### src/rtl/significand_div.sv
// Radix-2 restoring divider for 11-bit significands: q = floor(({azero,a} << FRAC_BITS) / {bzero,b}).
// Optional SDIV_STICKY_EN adds a sticky output (final remainder nonzero) for the rounding stage.
module significand_div #(
  parameter int FRAC_BITS = 12,
  localparam int QW = 11 + FRAC_BITS
) (
  input  logic          CLK,
  input  logic          RST,
  input  logic          start,
  input  logic [9:0]    a,
  input  logic          azero,
  input  logic [9:0]    b,
  input  logic          bzero,
  output logic          busy,
  output logic          done,
  output logic [QW-1:0] q,
  output logic          dz
`ifdef SDIV_STICKY_EN
  ,
  output logic          sticky
`endif
);

  localparam int CW = $clog2(QW + 1);
  localparam logic [1:0] S_IDLE = 2'd0;
  localparam logic [1:0] S_RUN  = 2'd1;
  localparam logic [1:0] S_DONE = 2'd2;

  logic [1:0]    r_state;
  logic          r_busy;
  logic          r_done;
  logic [QW-1:0] r_q;
  logic          r_dz;
  logic [11:0]   r_rem;
  logic [CW-1:0] r_cnt;
  logic [QW-1:0] r_div;
  logic [10:0]   r_d;
`ifdef SDIV_STICKY_EN
  logic          r_sticky;
`endif

  logic [10:0]   w_d_in;
  logic [11:0]   w_t;
  logic [11:0]   w_rem_nxt;
  logic          w_bit;

  assign w_d_in = {bzero, b};

  // One restoring step: shift in the next dividend bit, subtract the divisor if it fits.
  always_comb begin
    w_t       = {r_rem[10:0], r_div[QW-1]};
    w_rem_nxt = w_t;
    w_bit     = 1'b0;
    if (w_t >= {1'b0, r_d}) begin
      w_rem_nxt = w_t - {1'b0, r_d};
      w_bit     = 1'b1;
    end else begin
      w_rem_nxt = w_t;
      w_bit     = 1'b0;
    end
  end

  // Control FSM and datapath registers.
  always_ff @(posedge CLK or negedge RST) begin
    if (!RST) begin
      r_state  <= S_IDLE;
      r_busy   <= 1'b0;
      r_done   <= 1'b0;
      r_q      <= '0;
      r_dz     <= 1'b0;
      r_rem    <= 12'd0;
      r_cnt    <= '0;
      r_div    <= '0;
      r_d      <= 11'd0;
`ifdef SDIV_STICKY_EN
      r_sticky <= 1'b0;
`endif
    end else begin
      case (r_state)
        S_IDLE: begin
          r_done <= 1'b0;
          if (start) begin
            if (w_d_in == 11'd0) begin
              // Divide by zero saturates immediately without entering RUN.
              r_state  <= S_DONE;
              r_done   <= 1'b1;
              r_q      <= '1;
              r_dz     <= 1'b1;
`ifdef SDIV_STICKY_EN
              r_sticky <= 1'b0;
`endif
            end else begin
              r_state <= S_RUN;
              r_busy  <= 1'b1;
              r_q     <= '0;
              r_dz    <= 1'b0;
              r_rem   <= 12'd0;
              r_cnt   <= CW'(QW - 1);
              r_div   <= {azero, a, {FRAC_BITS{1'b0}}};
              r_d     <= w_d_in;
            end
          end else begin
            r_state <= S_IDLE;
          end
        end
        S_RUN: begin
          r_rem <= w_rem_nxt;
          r_q   <= {r_q[QW-2:0], w_bit};
          r_div <= {r_div[QW-2:0], 1'b0};
          if (r_cnt == '0) begin
            r_state  <= S_DONE;
            r_busy   <= 1'b0;
            r_done   <= 1'b1;
            r_dz     <= 1'b0;
`ifdef SDIV_STICKY_EN
            r_sticky <= (w_rem_nxt != 12'd0);
`endif
          end else begin
            r_cnt <= r_cnt - 1'b1;
          end
        end
        S_DONE: begin
          r_state <= S_IDLE;
          r_done  <= 1'b0;
          r_rem   <= 12'd0;
        end
        default: begin
          r_state <= S_IDLE;
          r_busy  <= 1'b0;
          r_done  <= 1'b0;
        end
      endcase
    end
  end

  assign busy = r_busy;
  assign done = r_done;
  assign q    = r_q;
  assign dz   = r_dz;
`ifdef SDIV_STICKY_EN
  assign sticky = r_sticky;
`endif

endmodule

### config.mk
export PLATFORM = sky130hd
export DESIGN_NAME = significand_div
export DESIGN_NICKNAME = d
export VERILOG_FILES = /design/src/rtl/significand_div.sv
export SDC_FILE = /design/constraint.sdc
export NUM_CORES = 1
export LEC_CHECK = 0
export ABC_AREA = 1
export CORE_AREA = 5 5 95 114
export CTS_CLUSTER_SIZE = 20
export DETAILED_ROUTE_END_ITERATION = 8
export DIE_AREA = 0 0 100 119
export SYNTH_ARGS = -nofsm -noshare
export SYNTH_HDL_FRONTEND = slang
export SYNTH_SLANG_ARGS = --single-unit
export TNS_END_PERCENT = 20
### constraint.sdc
create_clock -name CLK -period 2.2 [get_ports CLK]
set_input_delay 0.22 -clock CLK [delete_from_list [all_inputs] [get_ports CLK]]
set_output_delay 0.22 -clock CLK [all_outputs]
set_load 0.01 [all_outputs]
==> results.md <==
* Max cap viols at 0
* H-tree level count at 3
* Simple-gate share of the synthesized area at 0.267
* Ys async rst share at 1.00
* Worst r2r src: r_div[22]$_DFFE_PN0P_
* Leak Pwr at between 2 and 2.5 nW
* Root Driver: clkbuf_16
* Area Overhead vs Synth at 26.9%
* Main combinational cell family by area after synthesis: simple AND/OR/NAND/NOR gates
* DRC marker count from the first detailed-route iteration at about 120
* TritonCTS clock tree: built
* Setup crit end kind: register
* Cell-by-cell trace of the critical path: inv_1 -> ha_1 -> inv_1 -> fa_2 -> nand3_1 -> nand3_1 -> nand3_2 -> nand3_2 -> nand3_1 -> nand3_1 -> nand2_1
* Sequential share of the synthesized area at 0.436
* Fraction of synthesized cell area in xor and xnor cells at 0.0141
* Drt total wl at a little under 10000 µm
* GRT Util Overall at 0.173
* Deepest clock path buffer count at 2
* Post-synthesis mux area share at 0
* Crit path kind: register to register
* Num ports at 51
* Most used DFF post-synth: dfrtp_1
* Initial core utilization at 0.392
* Syn_nets at approximately 520
* Final hold vios at 0
* Routed Antenna Nets at 0
* Share of the synthesized area in the top cell type at 0.436
* Chip width at 100 µm
* RePlAce Congestion at 0.880
* Req. time, crit path at approximately 2.5 ns
* Slew Limit Fails at 0
* RSZ-0062 raised after global routing: no
* Crit-path max cell delay at about 0.37 ns
* Ant. Diodes at 0
* Setup slack, reg-to-reg at around 0.15 ns
* Status: finished clean
* Worst vdd ir at 780 µV
* Rows at 39
* Setup bufs post-CTS at 0
* #FFs+latches synth at 65
* Startpoint types: register
* Setup-failing EPs final at 0
* Netlist cell types at 32
* Port buffer count at 50
* Peak Freq at a little under 500 MHz
* Post-synth EDFFs at 0
* Power Dens Cells at approximately 1700 nW/µm²
* Largest net degree at the start of global routing at 37
* Core area at 9520 µm²
* Slowest CP cell: fa_2
* Syn. warnings at 0
* Adder-cell share of the synthesized area at 0.0590
* Num CTS Buffers at 9
* Layout cell share with drive strength beyond 1 at 0.115
* Synth Instances at 477
* Hpwl dp at 7010 µm
* Design Power at 0.00811 W
* Vias/cell at about 5
* Final hold slack at 0.457 ns
* Final #Nets at 578
* Slew headroom at 0.567
* Sink count of the clock tree at 65
* Die height at 119 µm
* Area leader, netlist: dfrtp_1
* HP Class: input pin to asynchronous set/reset pin
* Vias in the first global route at 3458
* Vias at between 3000 and 4000
* DP Cell Count at 646
* Cells on worst reg2reg path at 11
* Final worst path period need at approximately 2.0 ns
* Fill count at about 940
* TritonRoute pass-1 iters at 5
* Synth Area in Compound Gates at 0.133
* DRC errors left at 0
* Initial antenna violation count at 0
* Layout Cells excl Fill at between 600 and 700
* Crit Path Max Fanout at 7
* Most used cell, CP: nand3_1
* Synthesized area per cell at about 7.8 µm²
* Final Cycle Share at 0.930
* Clk_skew at between 0.009 and 0.01 ns
* Top cells by area, synth: dfrtp_1, nand2_1, inv_1
* Global-route wire length before repair at 16400 µm
* Clk slew on worst S/H paths at around 0.05 ns
* Worst EP arrival at 2.31 ns
* Worst-skew pair later-pin latency at 0.33 ns
* Wire length per cell at about 15 µm
* Post-layout util at 0.497
* Die area at roughly 12000 µm²
* Area of the mapped netlist at between 3000 and 4000 µm²
* Tightest Pin Transition at approximately 0.65 ns
* Remaining Overflow, GRT at 0
* Worst R2R End: r_rem[10]$_DFFE_PN0P_
[routing by layer]
layer  track usage  wire length [µm]  share of wire  vias up
li1              -                 -              -     1648
met1         0.207              4220           0.43     1561
met2         0.284              4740           0.49       79
met3        0.0515               526          0.054       20
met4        0.0817               251          0.026        0
met5             0                 0              0        -
[placed cells by master (no fill, tap or decap), drive strengths merged, types with 3 or more instances in the layout]
cell and count:
clkdlybuf4s50 49, nand3 38, inv 68, xnor2 3, buf 11, ha 16
clkbuf 11, xor2 3, o211ai 10, nor2 42, nand2 136, nand4 12
dfrtp 65, o21ai 32, a21oi 27
[flip-flops by register name, indices dropped and copies added, names as in the netlist]
| signal | cells |
|---|---|
| r_cnt | 5 |
| dz | 1 |
| r_div | 11 |
| r_d | 11 |
| r_rem | 11 |
| r_state | 2 |
| q | 23 |
| busy | 1 |
[worst max-delay path, delay by kind of cell, from the launching register on]
family	cells	cell delay (ns)
adder cells (fa/ha/maj)	2	0.54
buffers and inverters	2	0.19
flip-flops	1	0.36
AND/OR/NAND/NOR	7	0.88
[area by class of cell]
cell class	instances	area, µm²	area share
Timing Repair Buffer	61	593	0.125
Clock buffer	11	253	0.0534
Tap cell	123	154	0.0325
Clock inverter	3	65.1	0.0137
Multi-Input combinational cell	331	1790	0.377
Sequential cell	65	1630	0.344
Inverter	68	255	0.0539
[report_power, final]
part | leakage [nW] | switching (W) | internal, W
Combinational | 1.36 | 0.00268 | 0.00176
Clock | 0.157 | 0.000522 | 0.00104
Sequential | 0.814 | 0.000350 | 0.00175
[worst max path at each step]
stage                      startpoint                    end  slack, ns  cells after the start
2_1_floorplan   r_div[22]$_DFFE_PN0P_   r_rem[2]$_DFFE_PN0P_       0.29                     11
3_3_place_gp    r_div[22]$_DFFE_PN0P_   r_rem[5]$_DFFE_PN0P_      -0.02                     11
3_5_place_dp    r_div[22]$_DFFE_PN0P_   r_rem[5]$_DFFE_PN0P_      -0.02                     11
4_1_cts        r_state[1]$_DFFE_PN0P_   r_rem[2]$_DFFE_PN0P_       0.07                      8
5_1_grt         r_div[22]$_DFFE_PN0P_   r_rem[6]$_DFFE_PN0P_      0.007                     11
6_report        r_div[22]$_DFFE_PN0P_  r_rem[10]$_DFFE_PN0P_       0.15                     11
[what timing repair did]
| action | 4_1_cts | 5_1_grt |
|---|---|---|
| cloned | 0 | 1 |
| endpoints found under the setup margin | 5 | 11 |
| hold buffers | 1 | 0 |
| gates resized for setup | 1 | 2 |
| hold endpoints to repair | 24 | 0 |
[stage by stage]
step / TNS, ns / setup WS, ns / instance area (µm²)
finish: 0 / 0.154 / 4730
global route: 0 / 0.00733 / 4730
CTS: 0 / 0.0680 / 4720
detailed placement: -0.0189 / -0.0189 / 4380
global placement: -0.0499 / -0.0207 / 4380
floorplan: 0 / 0.292 / 3730
[cell families (layout without fill, tap and decap cells)]
family | count (synthesis) | in the layout
AOI/OAI and AO/OA | 75 | 75
xor gates and xnor gates | 6 | 6
adders and majority gates | 17 | 17
buffers and inverters | 82 | 143
DFF | 65 | 65
and+or+nand+nor | 232 | 233
[cells in the mapped netlist, types with 4 or more instances]
library cell and number:
nand2_1 136, dfrtp_1 65, inv_1 63, nor2_1 42, nand3_1 33, o21ai_1 23, a21oi_2 20, ha_1 16
nand4_1 12, o211ai_1 10, a21oi_1 7, o21ai_0 7, clkbuf_1 5, inv_2 5, buf_2 4, nand3_2 4
Power figures use the tool's default switching activity.
